[config.mk]
export PLATFORM = sky130hd
export DESIGN_NAME = ddr3_frame_reader
export DESIGN_NICKNAME = d
export VERILOG_FILES = /design/src/rtl/ddr3_ctrl_pkg.sv /design/src/rtl/rr_buffer_select.sv /design/src/rtl/ddr3_frame_reader.sv
export SDC_FILE = /design/constraint.sdc
export NUM_CORES = 1
export LEC_CHECK = 0
export ABC_AREA = 1
export CAP_MARGIN = 25
export CORE_MARGIN = 2
export CORE_UTILIZATION = 35
export CTS_CLUSTER_SIZE = 25
export DETAILED_ROUTE_END_ITERATION = 8
export PLACE_DENSITY = 0.72
export SLEW_MARGIN = 25
export SYNTH_ARGS = -nofsm -noshare
export SYNTH_HDL_FRONTEND = slang
export SYNTH_SLANG_ARGS = --single-unit
[constraint.sdc]
create_clock -name ddr3_clk -period 5.36 [get_ports ddr3_clk]
set_clock_uncertainty 0.1 [all_clocks]
set_input_delay 1.608 -clock ddr3_clk [delete_from_list [all_inputs] [get_ports ddr3_clk]]
set_output_delay 1.608 -clock ddr3_clk [all_outputs]
set_load 0.02 [all_outputs]
[src/rtl/ddr3_ctrl_pkg.sv]
// Shared definitions for the DDR3 frame reader: FSM state encoding and
// the Avalon burst-size encoding.
package ddr3_ctrl_pkg;

    typedef enum logic [1:0] {
        ST_IDLE     = 2'd0,
        ST_ISSUE    = 2'd1,
        ST_THROTTLE = 2'd2,
        ST_DONE     = 2'd3
    } rd_state_e;

    localparam int unsigned AVL_SIZE_W = 3;

    // Burst length as carried on avl_size; a length of 8 does not fit in
    // three bits and encodes as 3'b000.
    function automatic logic [AVL_SIZE_W-1:0] avl_size_enc(input int unsigned burst_len);
        return burst_len[AVL_SIZE_W-1:0];
    endfunction

endpackage

[src/rtl/rr_buffer_select.sv]
// Combinational round-robin search: first set bit of mask_i starting at
// start_i and wrapping modulo N.
module rr_buffer_select #(
    parameter int unsigned N     = 3,
    parameter int unsigned IDX_W = (N > 1) ? $clog2(N) : 1
) (
    input  logic [N-1:0]     mask_i,
    input  logic [IDX_W-1:0] start_i,
    output logic             valid_o,
    output logic [IDX_W-1:0] index_o
);
    logic [IDX_W-1:0] probe;

    // Walk the buffers in wrap-around order, keep the first candidate.
    always_comb begin
        valid_o = 1'b0;
        index_o = '0;
        probe   = '0;
        for (int unsigned i = 0; i < N; i++) begin
            probe = IDX_W'((32'(start_i) + i) % N);
            if (!valid_o && mask_i[probe]) begin
                valid_o = 1'b1;
                index_o = probe;
            end
        end
    end
endmodule

[src/rtl/ddr3_frame_reader.sv]
// Reads complete frames out of a ring of DDR3 frame buffers as a sequence of
// fixed-length Avalon read bursts, throttled by the downstream FIFO.
module ddr3_frame_reader
    import ddr3_ctrl_pkg::*;
#(
    parameter int unsigned IMAGE_WIDTH      = 1280,
    parameter int unsigned IMAGE_HEIGHT     = 1024,
    parameter int unsigned NUM_BUFFERS      = 3,
    parameter int unsigned PIXELS_PER_BURST = 16,
    parameter int unsigned BURST_LEN        = 4,
    parameter int unsigned ADDR_W           = 26
) (
    input  logic                             ddr3_clk,
    input  logic                             ddr3_reset_n,
    input  logic                             enable,
    input  logic [NUM_BUFFERS-1:0]           buf_full,
    input  logic [NUM_BUFFERS*ADDR_W-1:0]    buf_base,
    output logic [NUM_BUFFERS-1:0]           buf_release,
    input  logic                             data_fifo_almost_full,
    input  logic                             avl_ready,
    output logic                             avl_read_req,
    output logic                             avl_burstbegin,
    output logic [ADDR_W-1:0]                avl_addr,
    output logic [AVL_SIZE_W-1:0]            avl_size,
    output logic [$clog2(NUM_BUFFERS)-1:0]   cur_buf,
    output logic                             frame_start,
    output logic                             frame_done
);
    localparam int unsigned NBURSTS    = IMAGE_WIDTH * IMAGE_HEIGHT / PIXELS_PER_BURST;
    localparam int unsigned CNT_W      = (NBURSTS > 1) ? $clog2(NBURSTS) : 1;
    localparam int unsigned BUF_W      = $clog2(NUM_BUFFERS);
    localparam logic [CNT_W-1:0]  LAST_BURST = CNT_W'(NBURSTS - 1);
    localparam logic [ADDR_W-1:0] ADDR_STEP  = ADDR_W'(BURST_LEN);

    rd_state_e               state_q;
    logic                    req_q, bb_q, fs_q, fd_q;
    logic [ADDR_W-1:0]       addr_q;
    logic [BUF_W-1:0]        cur_q;
    logic [CNT_W-1:0]        cnt_q;
    logic [NUM_BUFFERS-1:0]  rel_q;
    // owned_q: cur_q holds a frame we read and have not released yet.
    // pend_q/pend_idx_q: buffer chosen in DONE, launched from IDLE.
    logic                    owned_q, pend_q;
    logic [BUF_W-1:0]        pend_idx_q;

    logic [ADDR_W-1:0]       base_arr [NUM_BUFFERS];
    logic [ADDR_W-1:0]       addr_d;
    logic [BUF_W-1:0]        cur_inc, srch_start, sel_idx, launch_idx;
    logic [NUM_BUFFERS-1:0]  cur_onehot, srch_mask, launch_rel;
    logic                    sel_valid, repeat_ok, launch;

    for (genvar g = 0; g < NUM_BUFFERS; g++) begin : g_base
        assign base_arr[g] = buf_base[g*ADDR_W +: ADDR_W];
    end

    assign addr_d     = addr_q + ADDR_STEP;
    assign cur_onehot = NUM_BUFFERS'(1) << cur_q;
    assign cur_inc    = (cur_q == BUF_W'(NUM_BUFFERS - 1)) ? '0 : cur_q + BUF_W'(1);
    // Until the first frame is read nothing is owned: search everything from 0.
    assign srch_mask  = buf_full & ~(owned_q ? cur_onehot : '0);
    assign srch_start = owned_q ? cur_inc : cur_q;
    assign repeat_ok  = owned_q && buf_full[cur_q];

    rr_buffer_select #(
        .N     (NUM_BUFFERS),
        .IDX_W (BUF_W)
    ) u_sel (
        .mask_i  (srch_mask),
        .start_i (srch_start),
        .valid_o (sel_valid),
        .index_o (sel_idx)
    );

    // Frame launch decision in IDLE: pending choice from DONE first, else a
    // live search (a late-filling buffer still releases the one we hold).
    always_comb begin
        launch     = 1'b0;
        launch_idx = cur_q;
        launch_rel = '0;
        if (state_q == ST_IDLE && enable) begin
            if (pend_q) begin
                launch     = 1'b1;
                launch_idx = pend_idx_q;
            end else if (sel_valid) begin
                launch     = 1'b1;
                launch_idx = sel_idx;
                launch_rel = owned_q ? cur_onehot : '0;
            end else if (repeat_ok) begin
                launch     = 1'b1;
            end
        end
    end

    // Read FSM with registered Avalon, status and release outputs.
    always_ff @(posedge ddr3_clk or negedge ddr3_reset_n) begin
        if (!ddr3_reset_n) begin
            state_q    <= ST_IDLE;
            req_q      <= 1'b0;
            bb_q       <= 1'b0;
            fs_q       <= 1'b0;
            fd_q       <= 1'b0;
            addr_q     <= '0;
            cur_q      <= '0;
            cnt_q      <= '0;
            rel_q      <= '0;
            owned_q    <= 1'b0;
            pend_q     <= 1'b0;
            pend_idx_q <= '0;
        end else begin
            fs_q  <= 1'b0;
            fd_q  <= 1'b0;
            rel_q <= '0;
            case (state_q)
                ST_IDLE: begin
                    if (launch) begin
                        state_q <= ST_ISSUE;
                        req_q   <= 1'b1;
                        bb_q    <= 1'b1;
                        fs_q    <= 1'b1;
                        addr_q  <= base_arr[launch_idx];
                        cur_q   <= launch_idx;
                        cnt_q   <= '0;
                        rel_q   <= launch_rel;
                        owned_q <= 1'b1;
                        pend_q  <= 1'b0;
                    end
                end
                ST_ISSUE: begin
                    bb_q <= 1'b0;
                    if (avl_ready) begin
                        if (cnt_q == LAST_BURST) begin
                            state_q <= ST_DONE;
                            req_q   <= 1'b0;
                            fd_q    <= 1'b1;
                        end else begin
                            cnt_q  <= cnt_q + CNT_W'(1);
                            addr_q <= addr_d;
                            if (!data_fifo_almost_full) begin
                                bb_q <= 1'b1;
                            end else begin
                                state_q <= ST_THROTTLE;
                                req_q   <= 1'b0;
                            end
                        end
                    end
                end
                ST_THROTTLE: begin
                    if (!data_fifo_almost_full) begin
                        state_q <= ST_ISSUE;
                        req_q   <= 1'b1;
                        bb_q    <= 1'b1;
                    end
                end
                ST_DONE: begin
                    state_q <= ST_IDLE;
                    if (sel_valid) begin
                        rel_q      <= cur_onehot;
                        owned_q    <= 1'b0;
                        pend_q     <= 1'b1;
                        pend_idx_q <= sel_idx;
                    end else if (repeat_ok) begin
                        pend_q     <= 1'b1;
                        pend_idx_q <= cur_q;
                    end else begin
                        pend_q     <= 1'b0;
                    end
                end
                default: state_q <= ST_IDLE;
            endcase
        end
    end

    assign avl_read_req   = req_q;
    assign avl_burstbegin = bb_q;
    assign avl_addr       = addr_q;
    assign avl_size       = avl_size_enc(BURST_LEN);
    assign cur_buf        = cur_q;
    assign frame_start    = fs_q;
    assign frame_done     = fd_q;
    assign buf_release    = rel_q;
endmodule

==> impl_metrics.json, run 1 <==
{
  "outcome": "completed",
  "ant_nets": 0,
  "worstPathCellList": "clkdlybuf4s50_1 -> nand2_1 -> inv_2 -> nand3_1 -> nand2_1 -> nor2_8 -> nand2_4 -> nor2_8 -> nand2_2 -> o21ai_4 -> nand2_4 -> nand3_4 -> buf_4 -> o21ai_1 -> nand2_1 -> nand2_1 -> nand2_1 -> nand2_1",
  "nets": 912,
  "critical_path_class": "input pin to flop",
  "antenna_found_initial": 0,
  "ctsLongestPathBuffers": 2,
  "first_pass_iters": 5,
  "cts_max_level": 3,
  "cp_data_required_time_ns": 5.48,
  "min_period_ns": 4.06,
  "rows": 42,
  "drt-wirelength-per-cell_um": 14.2,
  "power_frac_clock_pct": 16.8,
  "synth-seq-cells": 58,
  "hold_viol_final": 0,
  "grt_use_total_pct": 20.2,
  "slew_violations": 0,
  "switchingPower_mw": 1.91,
  "finalWirelength_mm": 14.2,
  "cts_buffers": 9,
  "dp_hpwl_mm": 10.6,
  "r2r_end": "avl_addr[20]$_DFFE_PN0P_",
  "postCtsSetupRepairBufs": 0,
  "critical_path.max_fanout": 37,
  "crit_slowest_cell": "clkdlybuf4s50_1",
  "ys_types": 50,
  "internal-power_mw": 1.88,
  "leakagePower_nw": 2.95,
  "cellPowerDensity_mw_per_mm2": 602,
  "overflow": 0,
  "synth_ff_type": "dfrtp_1",
  "start_kind": "input pin",
  "synth_top_area_share_pct": 30.8,
  "fp.dieW_um": 120,
  "p_sw_share_pct": 50.3,
  "end_kind": "flop",
  "drc": 0,
  "rsz0062_at_grt": "no",
  "drv_cap": 0,
  "slew_headroom_pct": 43.7,
  "grt_pass1_vias": 4746,
  "holdPathStages": 2,
  "avgSynthCellArea_um2": 6.60,
  "post-route-period-util_pct": 75.7,
  "clock-root-buffer": "clkbuf_16",
  "grt_max_degree": 47,
  "dp_cells": 984,
  "seq_area_frac_synth_pct": 30.8,
  "final_cells": 1000,
  "die_y_um": 120,
  "clk_latency_ns": 0.33,
  "ff2ff_setup_slack_ns": 2.18,
  "design.core.area_mm2": 0.0132,
  "portBuffers": 120,
  "start_util_pct": 35.8,
  "arrival_ns": 4.18,
  "ios": 124,
  "yosysMostFrequentCell": "nand2_1",
  "gp_congestion": 0.915,
  "r2r-start": "cur_buf[0]$_DFFE_PN0P_",
  "tns_ns": 0,
  "slowest_delay_ns": 0.42,
  "antenna_cells": 0,
  "async_flop_share_pct": 100,
  "drt_iter0_drc": 334,
  "clock-sinks": 58,
  "worstMarginPinSlew_ns": 0.844,
  "avgViaCountPerCell": 5.10,
  "cts_tree": "built",
  "peakVddDrop_uv": 280,
  "holdPathEnd": "avl_addr[1]$_DFFE_PN0P_",
  "min_path_type": "flop to flop",
  "synth_edf_count": 0,
  "cts-resized-gates": 0,
  "combPwrFrac_pct": 61.8,
  "synthToLayoutAreaGrowth_pct": 33.5,
  "dieArea_mm2": 0.0144,
  "seqPwrFrac_pct": 21.5,
  "grt_pass1_wl_mm": 23.1,
  "cts.hold.buffers_added": 0,
  "syn_area_mm2": 0.00472,
  "cpMostUsedCell": "nand2_1",
  "layout-drive-gt1-share_pct": 6.67,
  "dr_total_vias": 5099,
  "clkTransAtPathRegs_ns": 0.05,
  "ys_warn_count": 0,
  "syn_inst": 715,
  "synthTopCellsByCount": "182 x nand2_1, 82 x nand3_1, 75 x inv_1",
  "min_from": "avl_addr[1]$_DFFE_PN0P_",
  "max_freq_mhz": 247,
  "synth_top_area_cell": "dfrtp_1",
  "r2r_cells": 19,
  "setup_viol": 0,
  "yosys-top-cells-area": "dfrtp_1 31%, nand2_1 14%, nand3_1 8.7%"
}
[critical path: cells and delay by family]
kind | cells | cell delay (ns)
and+or+nand+nor | 13 | 1.35
AOI/OAI and AO/OA | 2 | 0.31
buffers and inverters | 3 | 0.89
[power groups by stage]
stage | registers (mW) | clock network (mW) | logic [mW]
2_1_floorplan | 0.883 | 0 | 1.62
3_3_place_gp | 0.817 | 0 | 2.31
3_5_place_dp | 0.815 | 0 | 2.33
4_1_cts | 0.810 | 0.647 | 2.34
5_1_grt | 0.844 | 0.666 | 2.62
6_report | 0.815 | 0.635 | 2.34
[flip-flops by register name (all words and copies together), names as in the netlist]
| signal | flops |
|---|---|
| avl_addr | 26 |
| avl_burstbegin | 1 |
| avl_read_req | 1 |
| buf_release | 3 |
| cnt_q | 17 |
| cur_buf | 2 |
| frame_done | 1 |
| frame_start | 1 |
| owned_q | 1 |
| pend_idx_q | 2 |
| pend_q | 1 |
| state_q | 2 |
[worst max-delay path by stage]
stage	startpoint	end	slack, ns	cells past startpoint
after floorplan	buf_full[2]	avl_addr[14]$_DFFE_PN0P_	2.04	15
after global placement	buf_full[1]	avl_addr[20]$_DFFE_PN0P_	1.10	18
after detailed placement	buf_full[2]	avl_addr[20]$_DFFE_PN0P_	1.01	18
after CTS	buf_full[1]	avl_addr[20]$_DFFE_PN0P_	1.34	18
after global routing	buf_full[1]	avl_addr[20]$_DFFE_PN0P_	1.08	18
final	buf_full[2]	avl_addr[20]$_DFFE_PN0P_	1.30	18
[cells in the final DEF, fill, tap and decap left out, types with 5 or more instances in the layout]
cell type,count
a21oi_1,42
nand2_2,11
nor4_1,5
ha_1,7
a21boi_1,18
nor3_1,12
nand2_1,182
buf_4,6
inv_1,75
a31oi_1,6
inv_2,7
dfrtp_1,58
o31ai_1,6
clkdlybuf4s50_1,119
clkbuf_16,9
nand3_1,82
nand4_1,25
nor2_1,74
xor2_1,8
o21ai_0,19
[per-layer routing]
metal  vias up  GRT usage [%]  share of wire [%]
li1       2549              -                  -
met1      2355           25.9                 44
met2       177           33.5                 48
met3        18           5.09                6.6
met4         0           5.96                1.5
met5         -              0                  0
[stage by stage]
stage | instance area [µm²] | setup slack, ns | util [%] | hold slack [ns] | total power, mW
final | 6290 | 1.30 | 47.7 | 0.389 | 3.79
after global routing | 6290 | 1.08 | 47.7 | 0.409 | 4.13
after CTS | 6290 | 1.34 | 47.7 | 0.387 | 3.80
after detailed placement | 5960 | 1.01 | 45.2 | 0.373 | 3.14
after global placement | 5960 | 1.10 | 45.2 | 0.372 | 3.12
after floorplan | 4720 | 2.04 | - | 0.378 | 2.50
[logic make-up (layout without fill, tap and decap cells)]
logic type,count (synthesis),in the layout,share of synthesized area [%]
AOI/OAI and AO/OA,109,109,14.1
and+or+nand+nor,410,410,39.8
buffers and inverters,118,226,11.3
xor gates and xnor gates,11,11,2.04
other,2,3,0.159
adders and majority gates,7,7,1.86
DFF,58,58,30.8
[final cells by class]
cell class / count / area, µm²
Fill cell: 1272 / 6900
Inverter: 84 / 315
Multi-Input combinational cell: 540 / 2740
Clock buffer: 12 / 256
Sequential cell: 58 / 1450
Timing Repair Buffer: 126 / 1240
Tap cell: 176 / 220
Clock inverter: 4 / 73.8
Note: power is estimated with default switching activity, not from simulation.
==> run 2, diff against run 1 <==
- clock period: 5.36 -> 3.8 ns (I/O delays scaled with it)
==> impl_metrics.json, run 2 (synthesis results as in run 1) <==
{
  "outcome": "completed",
  "cts_buffers": 9,
  "start_util_pct": 35.8,
  "end_kind": "flop",
  "antenna_cells": 0,
  "clkTransAtPathRegs_ns": 0.05,
  "drc": 0,
  "ios": 124,
  "hold_viol_final": 0,
  "power_mw": 5.38,
  "cp_num_cells": 18,
  "crit_start": "buf_full[1]",
  "met1_length_mm": 6.02,
  "min_path_type": "flop to flop",
  "setup_viol": 0,
  "tns_ns": 0,
  "rows": 42,
  "slowest_delay_ns": 0.45,
  "worstPathCellList": "clkdlybuf4s50_1 -> nand2_2 -> clkinv_1 -> nand3_1 -> nand3_1 -> nand2_2 -> nand2_4 -> nor2_8 -> nand2_2 -> o21ai_4 -> nand2_4 -> nand3_4 -> buf_4 -> o21ai_1 -> nand2_1 -> nand2_1 -> nand2_1 -> nand2_1",
  "ctsLongestPathBuffers": 2,
  "final_common_cell": "nand2_1",
  "slew_headroom_pct": 47.7,
  "crit_slowest_cell": "clkdlybuf4s50_1",
  "nets": 919,
  "finalWirelength_mm": 14.0,
  "grt_use_total_pct": 20.0,
  "start_kind": "input pin",
  "setup_ws_ns": 0.540,
  "cts-resized-gates": 0,
  "grt_pass1_vias": 4768,
  "cts_tree": "built",
  "grt_max_degree": 43,
  "num-fill-cells": 1304,
  "arrival_ns": 3.38,
  "antenna_found_initial": 0,
  "postCtsSetupRepairBufs": 0,
  "dr_total_vias": 5084,
  "leakagePower_nw": 2.98,
  "design.core.area_mm2": 0.0132,
  "die_y_um": 120,
  "dp_slack_ns": 0.225,
  "endpoint": "avl_addr[20]$_DFFE_PN0P_",
  "rsz0062_at_grt": "no",
  "dieArea_mm2": 0.0144,
  "overflow": 0,
  "cpMostUsedCell": "nand2_1",
  "layout-drive-gt1-share_pct": 7.46,
  "synthToLayoutAreaGrowth_pct": 34.7,
  "clock-sinks": 58,
  "ant_nets": 0,
  "cts_max_level": 3,
  "slew_violations": 0,
  "portBuffers": 120,
  "max_freq_mhz": 307,
  "critical_path.max_fanout": 15,
  "fp.dieW_um": 120,
  "dr.max_layer_used": "met4",
  "met2_length_mm": 6.65,
  "drt-wirelength-per-cell_um": 13.9,
  "clk_latency_ns": 0.33,
  "r2r-start": "avl_addr[2]$_DFFE_PN0P_",
  "ff2ff_setup_slack_ns": 0.69,
  "final_util_pct": 48.1,
  "post-route-period-util_pct": 85.8,
  "cts.hold.buffers_added": 0,
  "avgViaCountPerCell": 5.05,
  "drt_iter0_drc": 334,
  "r2r_cells": 13,
  "worstMarginPinSlew_ns": 0.783,
  "cellPowerDensity_mw_per_mm2": 848,
  "peakVddDrop_uv": 390,
  "first_pass_iters": 5,
  "layout_common_cells": "182 x nand2_1, 119 x clkdlybuf4s50_1, 82 x nand3_1",
  "cp_data_required_time_ns": 3.92,
  "grt_pass1_wl_mm": 22.9,
  "critical_path_class": "input pin to flop",
  "dr_wl_met3_mm": 1.11,
  "drv_cap": 0,
  "cp_top_family": "simple AND/OR/NAND/NOR gates",
  "gp_congestion": 0.918,
  "min_period_ns": 3.26,
  "dp_hpwl_mm": 10.9,
  "crit_buf_inv": 3,
  "clock-root-buffer": "clkbuf_16",
  "largest_register_ffs": 26,
  "r2r_end": "avl_addr[24]$_DFFE_PN0P_"
}
## run 2: worst reg2reg max path: cells and delay by family, from the launching register on
family          cells  cell delay [ns]
compound gates      1             0.09
fa+ha+maj           1             0.21
flops               1             0.42
simple gates       11             2.19
## run 2: layout make-up
cell class	count	area, µm²	share of cell area (%)
Inverter	84	315	4.97
Sequential cell	58	1450	22.9
Tap cell	176	220	3.47
Multi-Input combinational cell	540	2740	43.1
Clock buffer	11	243	3.82
Clock inverter	5	77.6	1.22
Timing Repair Buffer	133	1310	20.6
## run 2: worst min-delay path by stage
stage | startpoint | to | slack, ns | cells after the start
3_3_place_gp | avl_read_req$_DFFE_PN0P_ | avl_read_req$_DFFE_PN0P_ | 0.39 | 2
2_1_floorplan | cnt_q[1]$_DFFE_PN0P_ | cnt_q[1]$_DFFE_PN0P_ | 0.38 | 2
6_report | avl_read_req$_DFFE_PN0P_ | avl_read_req$_DFFE_PN0P_ | 0.41 | 2
4_1_cts | cnt_q[1]$_DFFE_PN0P_ | cnt_q[1]$_DFFE_PN0P_ | 0.41 | 2
3_5_place_dp | avl_addr[1]$_DFFE_PN0P_ | avl_addr[1]$_DFFE_PN0P_ | 0.40 | 2
5_1_grt | avl_addr[0]$_DFFE_PN0P_ | avl_addr[0]$_DFFE_PN0P_ | 0.46 | 2
## run 2: per-stage QoR
| step | instance area, µm² | instances | hold WS [ns] |
|---|---|---|---|
| after detailed placement | 6030 | 991 | 0.399 |
| after global routing | 6350 | 1007 | 0.455 |
| final | 6350 | 1007 | 0.410 |
| after floorplan | 4720 | 716 | 0.378 |
| after global placement | 6030 | 991 | 0.387 |
| after CTS | 6350 | 1007 | 0.412 |
## run 2: layer usage
layer	up-vias	global-route usage, %
met4	0	5.59
met1	2300	24.9
met3	20	6.42
met5	-	0
li1	2573	-
met2	191	33.3
## run 2: power breakdown
part / total, mW / switching (mW) / internal [mW]
Clock: 0.880 / 0.291 / 0.589
Sequential: 1.15 / 0.296 / 0.857
Combinational: 3.35 / 2.10 / 1.25
Total: 5.38 / 2.68 / 2.70
